[src/rtl/pkt_len_tracker.sv]
// pkt_len_tracker: passive AXI-Stream tap that checks each packet's beat count
// against the length field in its header and stalls header parsing while payload
// beats are in flight.
// Optional statistics counters are enabled by defining PKT_LEN_TRACKER_STATS_EN.
module pkt_len_tracker #(
    parameter int TDATA_WIDTH    = 64,
    parameter int LEN_LSB        = 0,
    parameter int LEN_WIDTH      = 16,
    parameter int MAX_PKT_LENGTH = 9216,
    localparam int BYTES         = TDATA_WIDTH / 8,
    localparam int MAX_BEATS     = 1 + (MAX_PKT_LENGTH + BYTES - 1) / BYTES,
    localparam int CNT_W         = $clog2(MAX_BEATS + 1)
) (
    input  logic                   aclk,
    input  logic                   aresetn,
    input  logic                   s_tvalid,
    input  logic                   s_tready,
    input  logic [TDATA_WIDTH-1:0] s_tdata,
    input  logic                   s_tlast,
`ifdef PKT_LEN_TRACKER_STATS_EN
    input  logic                   stats_clr,
    output logic [31:0]            good_pkt_cnt,
    output logic [31:0]            err_pkt_cnt,
`endif
    output logic                   hdr_valid,
    output logic [LEN_WIDTH-1:0]   pkt_length,
    output logic [CNT_W-1:0]       beats_expected,
    output logic [CNT_W-1:0]       beat_cnt,
    output logic                   payload_active,
    output logic                   pkt_done,
    output logic                   err_short,
    output logic                   err_long,
    output logic                   err_oversize
);

    localparam int SHIFT = $clog2(BYTES);
    localparam logic [LEN_WIDTH:0] ROUND = (LEN_WIDTH + 1)'(BYTES - 1);
    localparam logic [31:0] MAX_LEN = 32'(MAX_PKT_LENGTH);

    typedef enum logic [1:0] {IDLE, PAYLOAD, DRAIN} state_t;

    state_t state, state_n;
    logic beat, oversize, unused_tdata;
    logic [LEN_WIDTH-1:0] len, pkt_length_n;
    logic [LEN_WIDTH:0] len_beats;
    logic [CNT_W-1:0] hdr_exp, cnt_inc, cnt_sat, beats_expected_n, beat_cnt_n;
    logic hdr_valid_n, pkt_done_n, err_short_n, err_long_n, err_oversize_n;

    assign beat         = s_tvalid & s_tready;
    assign len          = s_tdata[LEN_LSB +: LEN_WIDTH];
    // Only the length field is consumed; the rest of the beat is folded into a sink.
    assign unused_tdata = ^s_tdata;
    // One extra bit keeps the round-up sum from wrapping for the largest length.
    assign len_beats    = ({1'b0, len} + ROUND) >> SHIFT;
    assign hdr_exp      = CNT_W'(len_beats + (LEN_WIDTH + 1)'(1));
    assign oversize     = 32'(len) > MAX_LEN;
    assign cnt_inc      = beat_cnt + CNT_W'(1);
    assign cnt_sat      = &beat_cnt ? beat_cnt : cnt_inc;

    // Next-state and next-output decode for every accepted beat.
    always_comb begin
        state_n          = state;
        pkt_length_n     = pkt_length;
        beats_expected_n = beats_expected;
        beat_cnt_n       = beat_cnt;
        hdr_valid_n      = 1'b0;
        pkt_done_n       = 1'b0;
        err_short_n      = 1'b0;
        err_long_n       = 1'b0;
        err_oversize_n   = 1'b0;
        case (state)
            IDLE: if (beat) begin
                pkt_length_n     = len;
                beats_expected_n = hdr_exp;
                beat_cnt_n       = CNT_W'(1);
                hdr_valid_n      = 1'b1;
                if (oversize) begin
                    err_oversize_n = 1'b1;
                    pkt_done_n     = s_tlast;
                    state_n        = s_tlast ? IDLE : DRAIN;
                end else if (s_tlast) begin
                    pkt_done_n  = 1'b1;
                    err_short_n = hdr_exp > CNT_W'(1);
                end else begin
                    err_long_n = hdr_exp == CNT_W'(1);
                    state_n    = (hdr_exp == CNT_W'(1)) ? DRAIN : PAYLOAD;
                end
            end
            PAYLOAD: if (beat) begin
                beat_cnt_n = cnt_inc;
                if (s_tlast) begin
                    pkt_done_n  = 1'b1;
                    err_short_n = cnt_inc < beats_expected;
                    state_n     = IDLE;
                end else if (cnt_inc == beats_expected) begin
                    err_long_n = 1'b1;
                    state_n    = DRAIN;
                end
            end
            DRAIN: if (beat) begin
                beat_cnt_n = cnt_sat;
                pkt_done_n = s_tlast;
                state_n    = s_tlast ? IDLE : DRAIN;
            end
            default: state_n = IDLE;
        endcase
    end

    // State register and registered outputs; reset abandons any packet in flight.
    always_ff @(posedge aclk or negedge aresetn) begin
        if (!aresetn) begin
            state          <= IDLE;
            pkt_length     <= '0;
            beats_expected <= '0;
            beat_cnt       <= '0;
            hdr_valid      <= 1'b0;
            payload_active <= 1'b0;
            pkt_done       <= 1'b0;
            err_short      <= 1'b0;
            err_long       <= 1'b0;
            err_oversize   <= 1'b0;
        end else begin
            state          <= state_n;
            pkt_length     <= pkt_length_n;
            beats_expected <= beats_expected_n;
            beat_cnt       <= beat_cnt_n;
            hdr_valid      <= hdr_valid_n;
            payload_active <= state_n != IDLE;
            pkt_done       <= pkt_done_n;
            err_short      <= err_short_n;
            err_long       <= err_long_n;
            err_oversize   <= err_oversize_n;
        end
    end

`ifdef PKT_LEN_TRACKER_STATS_EN
    logic err_seen, pkt_bad;

    assign pkt_bad = err_seen | err_short_n | err_long_n | err_oversize_n;

    // Per-packet tally: errors earlier in the packet are remembered until it closes.
    always_ff @(posedge aclk or negedge aresetn) begin
        if (!aresetn) begin
            err_seen     <= 1'b0;
            good_pkt_cnt <= '0;
            err_pkt_cnt  <= '0;
        end else begin
            err_seen <= pkt_done_n ? 1'b0 : (err_seen | err_long_n | err_oversize_n);
            if (stats_clr) begin
                good_pkt_cnt <= '0;
                err_pkt_cnt  <= '0;
            end else if (pkt_done_n) begin
                if (pkt_bad)
                    err_pkt_cnt <= &err_pkt_cnt ? err_pkt_cnt : err_pkt_cnt + 32'd1;
                else
                    good_pkt_cnt <= &good_pkt_cnt ? good_pkt_cnt : good_pkt_cnt + 32'd1;
            end
        end
    end
`endif

endmodule

[config.mk]
export PLATFORM = sky130hd
export DESIGN_NAME = pkt_len_tracker
export DESIGN_NICKNAME = d
export VERILOG_FILES = /design/src/rtl/pkt_len_tracker.sv
export SDC_FILE = /design/constraint.sdc
export NUM_CORES = 1
export LEC_CHECK = 0
export CAP_MARGIN = 20
export CORE_ASPECT_RATIO = 1.1
export CORE_MARGIN = 2
export CORE_UTILIZATION = 32
export DETAILED_ROUTE_END_ITERATION = 6
export PLACE_DENSITY = 0.69
export REMOVE_ABC_BUFFERS = 1
export SLEW_MARGIN = 40
export SYNTH_ARGS = -nofsm -noshare
export SYNTH_HDL_FRONTEND = slang
export SYNTH_SLANG_ARGS = --single-unit
[constraint.sdc]
create_clock -name aclk -period 8.2 [get_ports aclk]
set_clock_uncertainty 0.2 [all_clocks]
set_input_delay 0.82 -clock aclk [delete_from_list [all_inputs] [get_ports aclk]]
set_output_delay 0.82 -clock aclk [all_outputs]
set_load 0.05 [all_outputs]
# Yosys cells after proc, flatten, opt, wreduce, memory -nomap -nowiden
# Index checks and enable logic that the tools add are counted.
# W data, S select, Z words.
word_totals:
  ff_bits: 46
  inputBits: 69
  out_inout_bits: 44
  wordCells: 70
op_classes:
  n_addsub: 3
  magnitude_cmp: 3
  eq_ne: 8
  n_mux: 39
  n_bitwise: 1
  n_reduce_logical: 6
op_table:
  columns: ["op", "n"]
  rows:
  - ["$mux W11", 4]
  - ["$pmux W11 S3", 1]
  - ["$add A11 B1 Y11 const B", 2]
  - ["$mux W1", 21]
  - ["$mux W2", 9]
  - ["$gt A16 B14 Y1 const B", 1]
  - ["$add A14 B3 Y14 const B", 1]
  - ["$eq A11 B1 Y1 const B", 1]
  - ["$eq A11 B11 Y1", 1]
  - ["$gt A11 B1 Y1 const B", 1]
  - ["$lt A11 B11 Y1", 1]
  - ["$reduce_and A11 Y1", 1]
  - ["$ne A2 B2 Y1 const B", 4]
  - ["$pmux W2 S3", 1]
  - ["$reduce_and A5 Y1", 1]
  - ["$pmux W1 S2", 2]
  - ["$pmux W1 S3", 1]
  - ["$reduce_bool A3 Y1", 1]
  - ["$eq A2 B1 Y1 const B", 1]
  - ["$eq A2 B2 Y1 const B", 1]
  - ["$logic_not A2 Y1", 1]
  - ["$reduce_and A2 Y1", 1]
  - ["$reduce_bool A2 Y1", 1]
  - ["$and A1 B1 Y1", 1]

# Depth between registers and ports, before layout
logic_depth:
  depth_word: 9
  depth_mapped: 12
  ltp_nobuf: 12

# Worst setup path before layout
# Ideal clock, no wire load.
synth_timing:
  kind: "input port to flip-flop"
  start: "in s_tdata[1]"
  end: "reg err_long"
  setup_time_ps: 92
  t_arrival_ps: 3143
  required_time_ps: 7908
  setup_slack_ps: 4765
  cell_stages: 11
  n_path_buf: 1
  cell_sequence: "o31ai_2 inv_1 nor2_1 ha_1 clkbuf_8 nand4_1 o31a_2 mux2i_1 nand3_1 or4_4 o31ai_2"
synth_between:
  elab_chain_cells: 7
  elab_cells_between_ends: 8
  cone_classes: "add/sub: 2; order compare: 1; eq/ne: 1; mux: 4"
synth_rtl:
  columns: ["element", "line", "rtl"]
  rows:
  - ["start: declaration", "18", "input logic [TDATA_WIDTH-1:0] s_tdata,"]
  - ["$add A14 B3 Y14", "54", "assign len_beats = ({1'b0, len} + ROUND) >> SHIFT;"]
  - ["$add A11 B1 Y11", "55", "assign hdr_exp = CNT_W'(len_beats + (LEN_WIDTH + 1)'(1));"]
  - ["$eq A11 B1 Y1", "85", "err_long_n = hdr_exp == CNT_W'(1);"]
  - ["$mux W1", "81", "end else if (s_tlast) begin"]
  - ["$mux W1 (*)", "77", "if (oversize) begin"]
  - ["$mux W1 (*)", "72", "IDLE: if (beat) begin"]
  - ["$pmux W1 S2 (*)", "71", "case (state)"]
  - ["named net err_long_n", "47", "logic hdr_valid_n, pkt_done_n, err_short_n, err_long_n, err_oversize_n;"]
  - ["end signal: assignment", "131", "err_long <= err_long_n;"]
  - ["end: declaration", "32", "output logic err_long,"]
# Mark *: on every way through the listed nets, which the timed path passes. The rest lies on a longest branch.
# A chain may end at the register's enable or synchronous reset.

# Worst setup path in the final report
# Same ends and word-level chain as after synthesis.

==> metrics.csv <==
stage;metric;value;unit
floorplanning;io_pins;113;
clocking;clk_pin_slew;0.09;ns
layout;drive_gt1_share;10.3;%
grt;antenna_found_initial;0;
pwr;combPwrFrac;55.9;%
critical_path;cp-end-kind;register;
layout;syn_to_final_growth;27.9;%
placement;pre_cts_ws;3.68;ns
pwr;vdd_drop_max;0.145;mV
synth;synth_seq_cells;46;
synth;ys_seq_area_share;40.3;%
critical_path;worstPathRequired;8.20;ns
route;vias;2312;
placement;dp_hpwl;4.88;mm
route;wire_per_inst;13.3;µm
layout;fillCellCount;861;
pwr;power_density;307;nW/µm²
clocking;clock-root-buffer;clkbuf_8;
sta;finalSetupTns;0;ns
sta;final_hold_viol_count;0;
critical_path;crit_start;s_tdata[1];
hold_path;hold_path.class;reg2reg;
pwr;pwr-share-seq;31.0;%
placement;portBuffers;64;
critical_path;cp_max_fo;8;
synth;synth_warnings;0;
floorplanning;fp.dieArea;9700;µm²
clocking;insertion_delay;0.30;ns
layout;fin_util;41.6;%
sta;fin_crit_sh;51.2;%
grt;grt_first_pass_wirelength;10.4;mm
synth;syn_inst;299;
critical_path;arrival;4.20;ns
hold_path;hp-start;pkt_length[7]$_DFFE_PN0P_;
synth;synth-edff-count;0;
placement;gp_congestion;0.842;
critical_path;start_kind;input pin;
route;drtAntennaViolNets;0;
sta;max_freq;238;MHz
layout;layout.cells.non_filler;473;
route;wirelength;6.29;mm
clocking;cts.repair.resized;0;
critical_path;slowest_stage;clkdlybuf4s50_1;
synth;async_reset_ff_share;100;%
grt;grt_overflow;0;
critical_path;crit_chain;clkdlybuf4s50_1 > o31ai_2 > inv_1 > nor2_1 > ha_1 > nand4_1 > o31a_2 > mux2i_1 > nand3_1 > or4_4 > o31ai_2;
sta;slew_viol_final;0;
synth;synth_flop_cell;dfrtp_1;
route;vias_per_cell;4.89;
grt;grt_start_max_net_pins;47;
clocking;tritoncts;built;
placement;place_inst;465;
critical_path;cpMostUsedCell;o31ai_2;
pwr;p_switching;534;µW
clocking;htreeDepth;2;
job;maxCapViolCount;0;
critical_path;ff2ff_setup_slack;4.96;ns
route;drcViolationCount;0;
clocking;clk_path_buf_depth;2;
floorplanning;initial_core_util;32.5;%
critical_path;max_stage_delay;0.55;ns
pwr;intPower;589;µW
clocking;cts_hold_buf;0;
layout;layout.nets;445;
floorplanning;coreArea;8780;µm²
route;first_iter_violations;61;
critical_path;reg2reg_from;beat_cnt[0]$_DFFE_PN0P_;
pwr;pwr-share-clk;13.1;%
hold_path;hold_depth;1;
pwr;p_sw_share;47.5;%
synth;post_synth_num_cell_types;52;
grt;grt_pass1_vias;2142;
sta;grt_setup_unrepaired;no;
floorplanning;die_w;94.1;µm
pwr;power;1.12;mW
clocking;clock-sinks;46;
run_status;status;complete, no violations;
clocking;post-cts-setup-buffers;0;
synth;syn_area_per_cell;9.56;µm²
sta;slew_headroom;55.4;%
sta;fin_ws;4.00;ns
sta;setup_viol_count_final;0;
critical_path;reg2regPathDepth;10;
clocking;numCtsBuffers;5;
synth;syn-cell-area;2860;µm²
floorplanning;die_h;103;µm
critical_path;crit_type;in2reg;
floorplanning;rows;36;
layout;antenna_cells;0;
grt;track_usage;13.5;%
sta;post-route-min-period;4.20;ns
pwr;p_leak;1.55;nW
sta;tightest_slew;0.668;ns
route;firstDrtPassIters;4;
## synth_stat cells, drive strengths merged, types with 2 or more instances
cell type | number | area [µm²]
a211oi | 2 | 20.0
a21oi | 4 | 20.0
a22o | 4 | 35.0
and3 | 8 | 50.1
buf | 2 | 11.3
clkbuf | 10 | 62.6
dfrtp | 46 | 1150
ha | 18 | 225
inv | 18 | 67.6
mux2 | 19 | 214
mux2i | 3 | 30.0
nand2 | 39 | 146
nand2b | 9 | 56.3
nand3 | 11 | 55.1
nand4 | 5 | 31.3
nand4b | 2 | 17.5
nor2 | 12 | 45.0
nor2b | 4 | 25.0
nor3 | 7 | 35.0
nor4 | 2 | 18.8
o211ai | 4 | 30.0
o21a | 2 | 15.0
o21ai | 28 | 140
o31ai | 4 | 40.0
or2 | 3 | 18.8
or4 | 3 | 30.0
xnor2 | 9 | 78.8
xor2 | 9 | 78.8
## placed cells by master (no fill, tap or decap), types with 6 or more instances in the layout
| master | n |
|---|---|
| inv_1 | 17 |
| nand2_1 | 39 |
| clkdlybuf4s50_1 | 63 |
| and3_1 | 8 |
| xor2_1 | 9 |
| nor2_1 | 12 |
| ha_1 | 18 |
| nor3_1 | 7 |
| dfrtp_1 | 46 |
| xnor2_1 | 9 |
| nand3_1 | 11 |
| mux2_2 | 18 |
| nand2b_1 | 9 |
| o21ai_0 | 27 |
| clkbuf_8 | 6 |
## area by class of cell
class / count / area, µm² / share of cell area, %
multi-input combinational: 223 / 1570 / 42.8
sequential: 46 / 1150 / 31.5
clock inverter: 1 / 5.00 / 0.137
tap: 114 / 143 / 3.90
clock buffer: 7 / 86.3 / 2.36
inverter: 18 / 67.6 / 1.85
timing repair buffer: 64 / 638 / 17.5
## flip-flops by register name (all words and copies together) (netlist names)
signal	flops
beat_cnt	11
beats_expected	11
err_long	1
err_oversize	1
err_short	1
hdr_valid	1
payload_active	1
pkt_done	1
pkt_length	16
state	2
## worst max-delay path: cells and delay by family
family                     cells  cell delay, ns
muxes                          1            0.21
buffers and inverters          2            0.62
AOI/OAI and AO/OA              3            1.11
adders and majority gates      1            0.35
and+or+nand+nor                4            1.07
## logic make-up after synthesis
kind of cell	synth area share, %
AND/OR/NAND/NOR	19.4
AO/OA/AOI/OAI	13.5
flip-flops	40.3
buffers and inverters	4.95
multiplexers	8.54
XOR/XNOR	5.52
adder cells (fa/ha/maj)	7.88
## power by group through the flow
stage,combinational (mW),clock [mW],sequential [mW]
final,0.628,0.147,0.348
after detailed placement,0.633,0,0.354
after global routing,0.671,0.161,0.360
after global placement,0.623,0,0.352
after CTS,0.635,0.152,0.351
after floorplan,0.179,0,0.592
## per-layer routing
metal | global-route usage (%) | share of wire, %
met2 | 22.1 | 49
met3 | 2.92 | 4.9
met5 | 0 | 0
met4 | 4.57 | 1.4
met1 | 17.7 | 45
## stage by stage
step                instance area [µm²]  hold WS [ns]
finish                             3660         0.312
floorplan                          2780         0.324
global placement                   3560         0.290
detailed placement                 3560         0.295
CTS                                3660         0.316
global route                       3660         0.329
## path summary, 6_finish.rpt
| check | end |
|---|---|
| min | pkt_length[7]$_DFFE_PN0P_ |
| max | err_long$_DFF_PN0_ |
| min in group asynchronous | beat_cnt[2]$_DFFE_PN0P_ |
| max in group asynchronous | pkt_length[11]$_DFFE_PN0P_ |
| min reg2reg | pkt_length[7]$_DFFE_PN0P_ |
| max reg2reg | payload_active$_DFF_PN0_ |
(Power assumes the default switching activity.)
